`config.mk`:
```
export PLATFORM = sky130hd
export DESIGN_NAME = conv_layer_seq
export DESIGN_NICKNAME = d
export VERILOG_FILES = /design/src/rtl/conv_layer_seq.sv
export SDC_FILE = /design/constraint.sdc
export NUM_CORES = 1
export LEC_CHECK = 0
export ABC_AREA = 1
export CAP_MARGIN = 20
export CORE_MARGIN = 2
export CORE_UTILIZATION = 57
export DETAILED_ROUTE_END_ITERATION = 12
export PLACE_DENSITY_LB_ADDON = 0.05
export SYNTH_ARGS = -nofsm -noshare
export SYNTH_HDL_FRONTEND = slang
export SYNTH_SLANG_ARGS = --single-unit
```
`constraint.sdc`:
```
create_clock -name clk -period 8.2 [get_ports clk]
set_clock_uncertainty 0.1 [all_clocks]
set_input_delay 0.82 -clock clk [delete_from_list [all_inputs] [get_ports clk]]
set_output_delay 0.82 -clock clk [all_outputs]
set_load 0.05 [all_outputs]
```
`src/rtl/conv_layer_seq.sv`:
```
// Per-layer sequencer for one CNN conv layer: filter load, IFM row buffering,
// sliding-window load, conv-engine handshake and back-pressured OFM writes.
module conv_layer_seq #(
  parameter int ADDR_W   = 10,
  parameter int IN_W     = 16,
  parameter int K        = 4,
  parameter int STRIDE   = 1,
  parameter int N_ROWS   = 10,
  parameter int N_FILT   = 4,
  parameter int FILT_LEN = 4
) (
  input  logic              clk,
  input  logic              rst,
  input  logic              start,
  input  logic              abort,
  input  logic [ADDR_W-1:0] filt_base,
  input  logic [ADDR_W-1:0] ifm_base,
  input  logic [ADDR_W-1:0] ofm_base,
  input  logic              conv_done,
  input  logic              ofm_ready,
  output logic              ready,
  output logic              busy,
  output logic              done,
  output logic              mem_rd,
  output logic [ADDR_W-1:0] mem_addr,
  output logic [N_FILT-1:0] filt_we,
  output logic [5:0]        filt_addr,
  output logic              buf_we,
  output logic [5:0]        buf_addr,
  output logic              win_we,
  output logic [5:0]        win_addr,
  output logic              conv_start,
  output logic              acc_clr,
  output logic              ofm_we,
  output logic [ADDR_W-1:0] ofm_addr
);

  localparam int W_OUT = (IN_W - K) / STRIDE + 1;
  localparam int T_W   = (FILT_LEN > 1) ? $clog2(FILT_LEN) : 1;
  localparam int F_W   = (N_FILT   > 1) ? $clog2(N_FILT)   : 1;
  localparam int C_W   = (IN_W     > 1) ? $clog2(IN_W)     : 1;
  localparam int R_W   = (N_ROWS   > 1) ? $clog2(N_ROWS)   : 1;
  localparam int WN_W  = (W_OUT    > 1) ? $clog2(W_OUT)    : 1;
  localparam int I_W   = (K        > 1) ? $clog2(K)        : 1;

  typedef enum logic [2:0] {
    S_IDLE, S_LD_FILT, S_LD_BUF, S_LD_WIN, S_CONV, S_WRITE, S_DONE
  } state_t;

  state_t            state;
  logic [T_W-1:0]    t;
  logic [F_W-1:0]    f;
  logic [C_W-1:0]    c;
  logic [R_W-1:0]    row;
  logic [WN_W-1:0]   win;
  logic [I_W-1:0]    i;
  logic              conv_wait;
  logic [ADDR_W-1:0] filt_base_q;
  logic [ADDR_W-1:0] ifm_base_q;
  logic [ADDR_W-1:0] ofm_base_q;

  logic              first_win;
  logic [I_W-1:0]    win_last;
  logic              last_tap;
  logic              last_filt;
  logic              last_col;
  logic              last_win;
  logic              last_row;

  assign first_win = (win == '0);
  // The first window of a row fills all K slots; later ones only shift in STRIDE new elements.
  assign win_last  = first_win ? I_W'(K - 1) : I_W'(STRIDE - 1);
  assign last_tap  = (t   == T_W'(FILT_LEN - 1));
  assign last_filt = (f   == F_W'(N_FILT - 1));
  assign last_col  = (c   == C_W'(IN_W - 1));
  assign last_win  = (win == WN_W'(W_OUT - 1));
  assign last_row  = (row == R_W'(N_ROWS - 1));

  always_ff @(posedge clk or negedge rst) begin
    if (!rst) begin
      state       <= S_IDLE;
      t           <= '0;
      f           <= '0;
      c           <= '0;
      row         <= '0;
      win         <= '0;
      i           <= '0;
      conv_wait   <= 1'b0;
      filt_base_q <= '0;
      ifm_base_q  <= '0;
      ofm_base_q  <= '0;
    end else if (abort && state != S_IDLE) begin
      state     <= S_IDLE;
      t         <= '0;
      f         <= '0;
      c         <= '0;
      row       <= '0;
      win       <= '0;
      i         <= '0;
      conv_wait <= 1'b0;
    end else begin
      case (state)
        S_IDLE: begin
          if (start) begin
            filt_base_q <= filt_base;
            ifm_base_q  <= ifm_base;
            ofm_base_q  <= ofm_base;
            t           <= '0;
            f           <= '0;
            c           <= '0;
            row         <= '0;
            win         <= '0;
            i           <= '0;
            conv_wait   <= 1'b0;
            state       <= S_LD_FILT;
          end
        end
        S_LD_FILT: begin
          if (last_tap) begin
            t <= '0;
            if (last_filt) begin
              f     <= '0;
              row   <= '0;
              state <= S_LD_BUF;
            end else begin
              f <= f + 1'b1;
            end
          end else begin
            t <= t + 1'b1;
          end
        end
        S_LD_BUF: begin
          if (last_col) begin
            c     <= '0;
            win   <= '0;
            i     <= '0;
            state <= S_LD_WIN;
          end else begin
            c <= c + 1'b1;
          end
        end
        S_LD_WIN: begin
          if (i == win_last) begin
            i         <= '0;
            conv_wait <= 1'b0;
            state     <= S_CONV;
          end else begin
            i <= i + 1'b1;
          end
        end
        S_CONV: begin
          // conv_done is not trusted in the same cycle as conv_start.
          if (!conv_wait) conv_wait <= 1'b1;
          else if (conv_done) state <= S_WRITE;
        end
        S_WRITE: begin
          if (ofm_ready) begin
            if (!last_win) begin
              win   <= win + 1'b1;
              state <= S_LD_WIN;
            end else if (!last_row) begin
              row   <= row + 1'b1;
              win   <= '0;
              state <= S_LD_BUF;
            end else begin
              state <= S_DONE;
            end
          end
        end
        S_DONE: begin
          row   <= '0;
          win   <= '0;
          state <= S_IDLE;
        end
        default: state <= S_IDLE;
      endcase
    end
  end

  always_comb begin
    ready      = (state == S_IDLE);
    busy       = (state != S_IDLE);
    done       = (state == S_DONE);
    mem_rd     = 1'b0;
    mem_addr   = '0;
    filt_we    = '0;
    filt_addr  = '0;
    buf_we     = 1'b0;
    buf_addr   = '0;
    win_we     = 1'b0;
    win_addr   = '0;
    conv_start = 1'b0;
    acc_clr    = 1'b0;
    ofm_we     = 1'b0;
    ofm_addr   = '0;
    case (state)
      S_LD_FILT: begin
        mem_rd    = 1'b1;
        mem_addr  = filt_base_q + ADDR_W'(32'(f) * FILT_LEN + 32'(t));
        filt_we   = N_FILT'(1) << f;
        filt_addr = 6'(t);
      end
      S_LD_BUF: begin
        mem_rd   = 1'b1;
        buf_we   = 1'b1;
        mem_addr = ifm_base_q + ADDR_W'(32'(row) * IN_W + 32'(c));
        buf_addr = 6'(c);
      end
      S_LD_WIN: begin
        win_we = 1'b1;
        if (first_win) begin
          win_addr = 6'(i);
          buf_addr = 6'(i);
        end else begin
          win_addr = 6'(K - STRIDE + 32'(i));
          buf_addr = 6'(32'(win) * STRIDE + K - STRIDE + 32'(i));
        end
      end
      S_CONV: conv_start = !conv_wait;
      S_WRITE: begin
        ofm_addr = ofm_base_q + ADDR_W'(32'(row) * W_OUT + 32'(win));
        ofm_we   = ofm_ready && !abort;
        acc_clr  = ofm_ready;
      end
      default: ;
    endcase
  end

endmodule
```
==> summary.md, run 1 <==
| Metric | Value |
|---|---|
| Status | `completed` |
| Max Fclk | `roughly 0.20 GHz` |
| # fillers | `~650` |
| Gr ovfl total | `0` |
| Share of cells above drive strength 1 | `under 10%` |
| Clock slew at reported path FFs | `about 90 ps` |
| Row count | `32` |
| Post-route cell area | `around 5500 um^2` |
| # diodes | `0` |
| Syn. warnings | `0` |
| Reg2Reg Setup Slack | `roughly 6000 ps` |
| Die Area | `8666 um^2` |
| CTS tree | `built` |
| Worst setup SP type | `flip-flop` |
| Synth Area in Adders | `~18%` |
| Cts hold-fix bufs | `0` |
| Sequential Power Share | `between 20% and 30%` |
| RSZ-0062 raised after global routing | `false` |
| CTS max path bufs | `2` |
| Pre-antenna DRT Iters | `5` |
| Synthesis-to-finish area growth | `20.49%` |
| Worst Path Arrival | `roughly 4000 ps` |
| Power per cell area | `314.9 nW/um^2` |
| Netlist cell types | `38` |
| Post-synthesis simple-gate area fraction | `roughly 28%` |
| Seq cells post-synth | `52` |
| Iter 0 DRT Violations | `about 290` |
| CP Max Fanout | `8` |
| R2r startpoint | `state[1]` |
| Net Sw Power | `between 0.9 and 1 mW` |
| Port bufs | `78` |
| Vias in the first global route | `just over 4,000` |
| Setup TNS after final layout | `0 ps` |
| Largest family of logic cells by synthesized area | `simple AND/OR/NAND/NOR gates` |
| Vias | `~4,200` |
| Worst-Margin Slew | `948.9 ps` |
| Global placement routability congestion | `just over 0.9` |
| Die Span X | `93.09 um` |
| Post-CTS setup buffers | `0` |
| Leak | `2.783 nW` |
| Worst Setup EP | `ofm_addr[7]` |
| Root buf cell | `clkbuf_8` |
| Post-synthesis sequential area ratio | `28.76%` |
| Switching share of power | `between 50% and 60%` |
| Max cap viols | `0` |
| Post-Route Utilization | `70.55%` |
| CTS H-Tree Depth | `2` |
| Synth Area in Compound Gates | `9.181%` |
| Crit path from | `row[0]` |
| Peak VDD IR | `between 0.1 and 0.15 mV` |
| Clk Latency, worst-skew pair | `320 ps` |
| Routed WL | `10,920 um` |
| Post-DP HPWL | `approximately 8500 um` |
| First-pass GRT wire length | `about 19,000 um` |
| Mux cell area share after synthesis | `between 3 and 4%` |
| Cells after Synth | `between 600 and 700` |
| Num CTS Buffers | `5` |
| Reg2reg path depth | `6` |
| Final nets | `780` |
| Kind of critical path | `reg -> out` |
| Antenna viol nets, final | `0` |
| Boundary Pins | `87` |
| Initial antenna violation count | `0` |
| Largest net degree at the start of global routing | `53` |
| WL/cell | `about 14 um` |
| Internal | `approximately 0.8 mW` |
| Post-CTS Resized | `0` |
| Power share of the clock group | `about a tenth` |
| Initial Util | `about three fifths` |
| R2r endpoint | `f[1]` |
| Final Hold Fails | `0` |
| Critical Path RT | `between 7000 and 8000 ps` |
| Area share of xor/xnor cells in the synthesized design | `around 1.5%` |
| GRT Util Overall | `27.31%` |
| Fin crit share | `between 60 and 70%` |
| Post-DR vias/cell | `5.371` |
| Comb pwr share | `approximately 64%` |
| Setup-failing EPs final | `0` |
| DRC errors left | `0` |
| Slew Limit Fails | `0` |
| Final Critical Period | `roughly 5000 ps` |
| Mapped Area | `around 4500 um^2` |
| Clock sink total | `between 50 and 60` |
| Relative slew margins | `between 30% and 40%` |
| Core area | `7727 um^2` |
| Avg Cell Area, Syn | `roughly 7.4 um^2` |
| Hold Crit Class | `reg -> reg` |
| CP endpoint kind | `output pin` |
| Placed inst area | `between 5000 and 6000 um^2` |
| Height of the die | `between 90 and 100 um` |
## cells by family after synthesis
family          after synthesis
compound gates               78
xor+xnor                      8
fa+ha+maj                    57
buf+inv                     117
flops                        52
mux                          16
other cells                   1
simple gates                283
## through the flow
step	hold slack [ps]	power (mW)	cells	worst slack, ps
after CTS	423.8	1.717	790	3156
after detailed placement	389.3	1.529	782	3525
after global placement	389.6	1.505	782	3603
after floorplan	362.3	1.236	619	3990
final	423.0	1.717	790	3166
after global routing	438.0	1.861	790	2925
## sequential cells by signal, indices dropped and copies added, names as in the netlist
register and cells:
ifm_base_q 10, win 4, state 3, conv_wait 1
i 2, f 2, row 4, c 4
t 2, filt_base_q 10, ofm_base_q 10
## power by group through the flow
stage | registers, mW | logic, mW | clock network (mW)
3_3_place_gp | 0.435 | 1.07 | 0
6_report | 0.433 | 1.10 | 0.182
5_1_grt | 0.448 | 1.22 | 0.195
3_5_place_dp | 0.438 | 1.09 | 0
4_1_cts | 0.432 | 1.10 | 0.185
2_1_floorplan | 0.406 | 0.829 | 0
## placed cells by master, fill, tap and decap left out, types with 2 or more instances in the layout
master,n
nand4_1,11
nand3_2,2
inv_1,95
nor3_1,8
o21a_1,2
nand2_4,3
nand3_1,50
clkdlybuf4s50_1,77
o22ai_1,4
fa_1,12
conb_1,8
a21oi_1,21
ha_1,45
inv_2,4
dfrtp_1,52
nor2_2,4
xor2_1,4
nor2_1,56
nand2_1,137
xnor2_1,4
clkbuf_8,5
or2_2,2
a21boi_0,2
nand2_2,6
o21ai_0,45
mux2_2,15
## synthesized netlist by cell type (all sizes together)
| library cell | number | share of area, % |
|---|---|---|
| nand4 | 11 | 1.5 |
| xnor2 | 4 | 0.77 |
| nand3 | 52 | 6.0 |
| clkbuf | 3 | 0.28 |
| inv | 99 | 8.2 |
| a21o | 1 | 0.17 |
| nor2 | 62 | 5.9 |
| or2 | 2 | 0.28 |
| a21boi | 2 | 0.33 |
| xor2 | 4 | 0.77 |
| buf | 15 | 2.4 |
| a22o | 1 | 0.19 |
| dfrtp | 52 | 29 |
| ha | 45 | 12 |
| nand2 | 146 | 13 |
| o211ai | 1 | 0.17 |
| conb | 1 | 0.083 |
| a21oi | 21 | 2.3 |
| o21a | 2 | 0.33 |
| fa | 12 | 5.3 |
| nor3b | 1 | 0.17 |
| a31oi | 1 | 0.14 |
| nor4 | 1 | 0.14 |
| mux2 | 16 | 4.0 |
| nor3 | 8 | 0.88 |
| o21ai | 45 | 5.0 |
| o22ai | 4 | 0.55 |
## routing by layer
layer / GRT usage, % / wire [um]
met1: 37.27 / 4938
met2: 45.89 / 5267
met3: 3.707 / 611
met4: 7.353 / 107
met5: 0 / 0
## worst max-delay path, stage by stage (launching register included)
cell,delay (ps)
dfrtp_1,540
ha_1,240
inv_1,70
fa_1,500
fa_1,550
inv_1,50
ha_1,370
a21oi_1,230
nor2_1,60
nor3_1,240
nor2_1,70
nor2_1,110
clkdlybuf4s50_1,800
## how the worst min path moves through the flow
stage / cells past startpoint / slack (ps) / endpoint / from
after floorplan: 1 / 360 / ifm_base_q[3] / ifm_base_q[3]
after global placement: 1 / 390 / ifm_base_q[3] / ifm_base_q[3]
after detailed placement: 1 / 390 / ifm_base_q[3] / ifm_base_q[3]
after CTS: 1 / 420 / ifm_base_q[3] / ifm_base_q[3]
after global routing: 1 / 440 / ifm_base_q[7] / ifm_base_q[7]
final: 1 / 420 / ifm_base_q[7] / ifm_base_q[7]
## layout make-up
cell class / count / area [um^2] / area share, %
multi-input combinational: 450 / 2756 / 50.56
clock inverter: 3 / 42.54 / 0.7804
sequential: 52 / 1301 / 23.87
inverter: 99 / 371.6 / 6.817
clock buffer: 5 / 68.82 / 1.262
timing repair buffer: 79 / 783.3 / 14.37
tap: 102 / 127.6 / 2.341
Power figures use the tool's default switching activity.
==> inputs of run 2 (changes only) <==
Settings changed: CORE_UTILIZATION 57 to 48.
Clock period 8.2 ns to 4.5 ns, I/O delays scaled along.
==> run 2 against run 1 <==
Effect of this change:
- global-route usage down 4.2 points
- first-iteration DRC count down 29%
- register-to-register slack worse by 3500 ps
- setup slack worse by 2700 ps
- final cell count up 1.3%
- combinational power up 81%
- power up 79%
- critical path depth unchanged
- die area up 18%
- non-clock buffer count up 1
- final area about the same
- sequential share of layout area about the same
==> summary.md, run 2 (synthesis gave the netlist of run 1 again) <==
| Metric | Value |
|---|---|
| CTS H-Tree Depth | `2 (unchanged)` |
| CP top delay family | `adder cells` |
| CP endpoint kind | `output pin` |
| Die Area | `10,220 um^2 (+18%)` |
| Clock sink total | `52 (unchanged)` |
| R2r endpoint | `row[3]` |
| FF+latch area | `1301 um^2 (unchanged)` |
| Area occupied by multi-input gates | `2756 um^2 (unchanged)` |
| CTS max path bufs | `2 (unchanged)` |
| Num CTS Buffers | `5 (unchanged)` |
| Fin crit share | `about nine tenths` |
| Core area | `9196 um^2 (+19%)` |
| Crit path from | `row[0]` |
| Post-DR vias/cell | `5.141 (-4.3%)` |
| Slowest stage delay, CP | `570 ps (-230 ps)` |
| Setup-failing EPs final | `0 (unchanged)` |
| Worst-Margin Slew | `694.7 ps (-254.2 ps)` |
| Gr ovfl total | `0 (unchanged)` |
| Antenna viol nets, final | `0 (unchanged)` |
| Peak VDD IR | `0.3013 mV (+140%)` |
| Overall power | `3.078 mW (+79%)` |
| Slew Limit Fails | `0 (unchanged)` |
| # fillers | `879 (+34%)` |
| Final Hold Fails | `0 (unchanged)` |
| Pre-antenna DRT Iters | `5 (unchanged)` |
| Reg2reg path depth | `8 (+2)` |
| Commonest cells after routing, fill and taps aside | `nand2_1 (137), inv_1 (95), clkdlybuf4s50_1 (70)` |
| Commonest non-fill, non-tap cell in the layout | `nand2_1` |
| # diodes | `0 (unchanged)` |
| Clk Latency, worst-skew pair | `320 ps (about the same)` |
| Slowest-stage cell, CP | `dfrtp_1` |
| Kind of critical path | `reg -> out` |
| Placed inst area | `5346 um^2 (+0.12%)` |
| Most used cell along the critical path | `nor2_1` |
| First-pass GRT wire length | `18,810 um (-1.0%)` |
| Max Fclk | `0.2459 GHz` |
| Hold Crit Class | `in -> async` |
| Status | `completed` |
| CP Max Fanout | `8 (unchanged)` |
| Clock slew at reported path FFs | `100 ps (about the same)` |
| Vias in the first global route | `3,931 (-5.3%)` |
| Global placement routability congestion | `0.9195 (-0.95%)` |
| Slack of the critical path | `432.7 ps (-2733 ps)` |
| Initial Util | `49.20% (-9.4 points)` |
| Iter 0 DRT Violations | `207 (-29%)` |
| Routed WL | `10,920 um (about the same)` |
| Critical Path RT | `3950 ps (-3330 ps)` |
| GRT Util Overall | `23.10% (-4.2 points)` |
| Final Critical Period | `between 4000 and 5000 ps` |
| Worst Path Arrival | `3520 ps (-590 ps)` |
| Post-route cell area | `5449 um^2 (about the same)` |
| Initial antenna violation count | `0 (unchanged)` |
| Die Span X | `101.1 um (+8.6%)` |
| Power per cell area | `564.9 nW/um^2 (+79%)` |
| Leak | `2.825 nW (+1.5%)` |
| Post-DP HPWL | `8614 um (+1.4%)` |
| WHS | `158.6 ps (-264.4 ps)` |
| Height of the die | `101.1 um (+8.6%)` |
| CP cell instances | `ha_1, inv_1, fa_1, fa_1, inv_1, ha_1, a21oi_1, nor2_1, nor3_1, nor2_1, nor2_1, buf_4` |
| Post-place setup slack | `470.2 ps (-3055 ps)` |
| Non-filler instance count after layout | `800 (+1.3%)` |
| Max cap viols | `0 (unchanged)` |
| R2r startpoint | `state[0]` |
| Boundary Pins | `87 (unchanged)` |
| Buf+Inv Stages, Crit Path | `3 (unchanged)` |
| Share of cells above drive strength 1 | `7.837% (+0.86 points)` |
| Setup TNS after final layout | `0 ps (unchanged)` |
| RSZ-0062 raised after global routing | `false` |
| Worst setup SP type | `flip-flop` |
| Largest net degree at the start of global routing | `53 (unchanged)` |
| Port bufs | `78 (unchanged)` |
| DRC errors left | `0 (unchanged)` |
| Relative slew margins | `53.69% (+17 points)` |
| WL/cell | `13.65 um (-1.3%)` |
| Root buf cell | `clkbuf_8` |
| Post-Route Utilization | `59.25% (-11 points)` |
| Vias | `4,113 (-3.1%)` |
| Largest regs | `filt_base_q (10), ifm_base_q (10), ofm_base_q (10)` |
| Reg2Reg Setup Slack | `2500 ps (-3520 ps)` |
| Final nets | `781 (+0.13%)` |
| Synthesis-to-finish area growth | `20.44% (about the same)` |
| CTS tree | `built` |
| Row count | `35 (+9.4%)` |
| Inst Count DP | `792 (+1.3%)` |
run 2: cell types whose count changed in the layout (fill, tap and decap cells not counted), sizes merged:
cell | previous run | this run
clkdlybuf4s50 | 77 | 70
clkinv | 1 | 0
bufinv | 1 | 0
clkinvlp | 1 | 2
buf | 2 | 8
clkbuf | 5 | 6
dlymetal6s2s | 0 | 2
run 2: layout make-up:
type	instances	share of cell area, %
clock buffers	6	1.515
clock inverters	2	0.2755
inverters	99	6.820
multi-input cells	450	50.59
flip-flops and latches	52	23.88
well taps	111	2.549
repair buffers	80	14.37
run 2: worst max-delay path by stage:
stage             endpoint  slack (ps)  cells past startpoint
2_1_floorplan  ofm_addr[7]         660                     11
3_3_place_gp   ofm_addr[3]         520                      9
3_5_place_dp   ofm_addr[3]         470                      9
4_1_cts        ofm_addr[3]          80                      9
5_1_grt        ofm_addr[7]         140                     12
6_report       ofm_addr[7]         430                     12
run 2: metal layers:
layer	vias up	routed length [um]	share of wire [%]	global-route usage, %
li1	2099	-	-	-
met1	1904	5218	48	32.44
met2	101	5158	47	38.31
met3	9	406	3.7	2.705
met4	0	138	1.3	5.094
met5	-	0	0	0
run 2: report_power, final:
part,internal (mW),switching [mW],leakage [nW]
Combinational,0.679,1.31,2.12
Sequential,0.640,0.152,0.662
Clock,0.125,0.168,0.0434
run 2: worst register-to-register path, cell delays in order (launching register included):
cell and delay, ps:
dfrtp_1 560, nand3_2 340, inv_2 270, nand2_1 170
a21oi_1 200, nor2_2 90, nand2_2 100, nand2_1 50
nand2_1 70
run 2: repair_timing:
item | CTS | global route
buffers inserted | 0 | 0
hold buffers | 0 | 0
endpoints found under the setup margin | 0 | 2
resized for setup | 0 | 2
==> inputs of run 3 (changes only) <==
Settings changed: ABC_AREA 1 to default.
==> run 3 against run 2 <==
Effect of this change:
- die area fell by 2.0%
- register-to-register slack got worse by 570 ps
- synthesized cell count down 21%
- power grew 2.5%
- largest cell class unchanged
==> summary.md, run 3 <==
| Metric | Value |
|---|---|
| Status | `completed` |
| GRT Util Overall | `20.77% (-2.3 points)` |
| Antenna viol nets, final | `0 (unchanged)` |
| Post-CTS setup buffers | `0 (unchanged)` |
| Clk Latency, worst-skew pair | `300 ps (-20 ps)` |
| CP endpoint kind | `output pin` |
| Vias | `3,597 (-13%)` |
| Iter 0 DRT Violations | `135 (-35%)` |
| Slew Limit Fails | `0 (unchanged)` |
| Seq cells post-synth | `52 (unchanged)` |
| Global placement routability congestion | `0.9332 (+1.5%)` |
| EDFF count, synth | `0 (unchanged)` |
| Synthesis-to-finish area growth | `21.21%` |
| Final nets | `650 (-17%)` |
| Setup TNS after final layout | `0 ps (unchanged)` |
| Avg Cell Area, Syn | `9.189 um^2 (+24%)` |
| Async set-or-reset flop fraction in the synthesized netlist | `100.0% (unchanged)` |
| Initial antenna violation count | `0 (unchanged)` |
| Prevailing post-synth register cell | `dfrtp_1` |
| First-pass GRT wire length | `16,990 um (-9.6%)` |
| Worst Path Arrival | `3720 ps (+200 ps)` |
| Kind of critical path | `reg -> out` |
| CP Max Fanout | `6 (-2)` |
| Row count | `35 (unchanged)` |
| Worst-Margin Slew | `832.0 ps (+137.3 ps)` |
| Critical Path RT | `3950 ps (about the same)` |
| Commonest cells after routing, fill and taps aside | `clkdlybuf4s50_1 (72), dfrtp_1 (50), inv_1 (47)` |
| DRC errors left | `0 (unchanged)` |
| WHS | `149.2 ps (-9.397 ps)` |
| CTS max path bufs | `2 (unchanged)` |
| Comb pwr share | `65.6% (+0.8 points)` |
| Hold Crit Class | `in -> async` |
| Syn. warnings | `0 (unchanged)` |
| Synth top area share | `29.38% (+0.62 points)` |
| Worst setup SP type | `flip-flop` |
| Setup-failing EPs final | `0 (unchanged)` |
| Max Fclk | `0.2343 GHz (-4.7%)` |
| Internal | `1.544 mW (+6.9%)` |
| Gr ovfl total | `0 (unchanged)` |
| Sequential Power Share | `26.4% (+0.7 points)` |
| Num CTS Buffers | `5 (unchanged)` |
| Root buf cell | `clkbuf_8` |
| CTS tree | `built` |
| Overall power | `3.155 mW (+2.5%)` |
| Vias in the first global route | `3,587 (-8.8%)` |
| Pre-antenna DRT Iters | `4 (-1)` |
| Reg2Reg Setup Slack | `1930 ps (-570 ps)` |
| RSZ-0062 raised after global routing | `false` |
| Net Sw Power | `1.611 mW (-1.4%)` |
| Most frequent cell after synthesis | `dfrtp_1` |
| Die Area | `10,010 um^2 (-2.0%)` |
| Boundary Pins | `87 (unchanged)` |
| Switching share of power | `51.06% (-2.0 points)` |
| Commonest non-fill, non-tap cell in the layout | `clkdlybuf4s50_1` |
| Peak VDD IR | `0.4455 mV (+48%)` |
| Largest net degree at the start of global routing | `53 (unchanged)` |
| CTS H-Tree Depth | `2 (unchanged)` |
| Final Critical Period | `4268 ps (+201.2 ps)` |
| Die Span X | `100.1 um (-1.0%)` |
| Largest regs | `filt_base_q (10), ifm_base_q (10), ofm_base_q (10)` |
| Post-synthesis sequential area ratio | `29.38% (+0.62 points)` |
| # diodes | `0 (unchanged)` |
| Post-DR vias/cell | `5.385 (+4.7%)` |
| Fin crit share | `94.85% (+4.5 points)` |
| Power share of the clock group | `8.0% (-1.5 points)` |
| Initial Util | `48.63% (-0.57 points)` |
| Post-DP HPWL | `7482 um (-13%)` |
| Synth top area cells | `dfrtp_1 (29%), ha_1 (13%), mux2_1 (6.1%)` |
| Cells after Synth | `482 (-21%)` |
| Final Hold Fails | `0 (unchanged)` |
| Port bufs | `78 (unchanged)` |
| Mapped Area | `4429 um^2 (-2.1%)` |
| Share of cells above drive strength 1 | `6.643% (-1.2 points)` |
| Netlist cell types | `65 (+71%)` |
| Max cap viols | `0 (unchanged)` |
| Top cell types by occurrence after synthesis | `dfrtp_1 (52), inv_1 (47), ha_1 (45), nand2_1 (36), nor2_1 (32)` |
| Relative slew margins | `44.53% (-9.2 points)` |
| Clock sink total | `52 (unchanged)` |
| Clock slew at reported path FFs | `90 ps (about the same)` |
| Leak | `2.408 nW (-15%)` |
| WL/cell | `14.50 um (+6.2%)` |
| Height of the die | `100.1 um (-1.0%)` |
| Yosys top cell by area | `dfrtp_1` |
| Cts hold-fix bufs | `0 (unchanged)` |
| Power per cell area | `587.7 nW/um^2 (+4.0%)` |
| Routed WL | `9688 um (-11%)` |
| Core area | `9109 um^2 (-0.95%)` |
## run 3: cell types whose count changed after synthesis, sizes merged, moves of 8 or more
| cell | previous run | this run |
|---|---|---|
| mux2 | 16 | 25 |
| and2 | 0 | 9 |
| nor2 | 62 | 33 |
| inv | 99 | 49 |
| o21ai | 45 | 33 |
| nand4 | 11 | 3 |
| nand3 | 52 | 9 |
| nand2b | 0 | 9 |
| nand2 | 146 | 36 |
## run 3: per-layer routing
metal | share of wire [%] | track usage (%) | vias up
li1 | - | - | 1822
met1 | 49 | 30.09 | 1681
met2 | 46 | 33.94 | 85
met3 | 3.3 | 1.950 | 9
met4 | 1.1 | 4.742 | 0
met5 | 0 | 0 | -
## run 3: final timing paths
check                                 to           from  depth (start not counted)
setup / recovery             ofm_addr[4]         win[3]                          9
hold / removal                      i[0]            rst                          2
setup reg to reg                state[2]         win[0]                          7
hold reg to reg            ifm_base_q[5]  ifm_base_q[5]                          1
max in group asynchronous         row[3]            rst                          2
min in group clk           ifm_base_q[5]  ifm_base_q[5]                          1
## run 3: cell families (layout without fill, tap and decap cells)
kind of cell / Yosys count / after routing / share of synthesized area, %
AND/OR/NAND/NOR: 141 / 141 / 16.98
AO/OA/AOI/OAI: 109 / 109 / 16.58
buffers and inverters: 72 / 140 / 7.401
adder cells (fa/ha/maj): 58 / 58 / 18.36
flip-flops: 52 / 52 / 29.38
multiplexers: 29 / 29 / 7.260
XOR/XNOR: 20 / 20 / 3.955
other: 1 / 8 / 0.08466
## run 3: layout make-up
type                    count  area [um^2]
clock inverters             1        5.005
repair buffers             84        838.3
multi-input cells         365         2826
flip-flops and latches     52         1304
fillers                   841         3740
well taps                 111        138.9
inverters                  49        183.9
clock buffers               6        72.57
## run 3: power groups by stage
stage          Sequential [mW]  Clock [mW]  Combinational, mW
2_1_floorplan            0.762           0               1.59
3_3_place_gp             0.838           0               2.06
3_5_place_dp             0.842           0               2.08
4_1_cts                  0.832       0.262               2.09
5_1_grt                  0.866       0.285               2.28
6_report                 0.831       0.253               2.07
## run 3: worst max-delay path: stages, from the launching register on
cell and delay, ps:
dfrtp_2 420, inv_1 120, fa_1 510, inv_1 40, ha_1 290, fa_1 530, fa_1 480, xnor2_1 140
nor2_1 80, clkdlybuf4s50_1 800
## run 3: metrics by stage
step	cell area, um^2	utilization [%]	std cells	worst slack, ps
final	5369	58.94	668	231.6
after global routing	5369	58.94	668	14.54
after CTS	5364	58.89	668	83.83
after detailed placement	5286	58.04	661	424.1
after global placement	5286	58.04	661	454.3
after floorplan	4456	-	489	451.6
## run 3: repair_timing
action | CTS | global route
resized for setup | 0 | 3
setup endpoints to repair | 0 | 4
endpoints found under the hold margin | 0 | 0
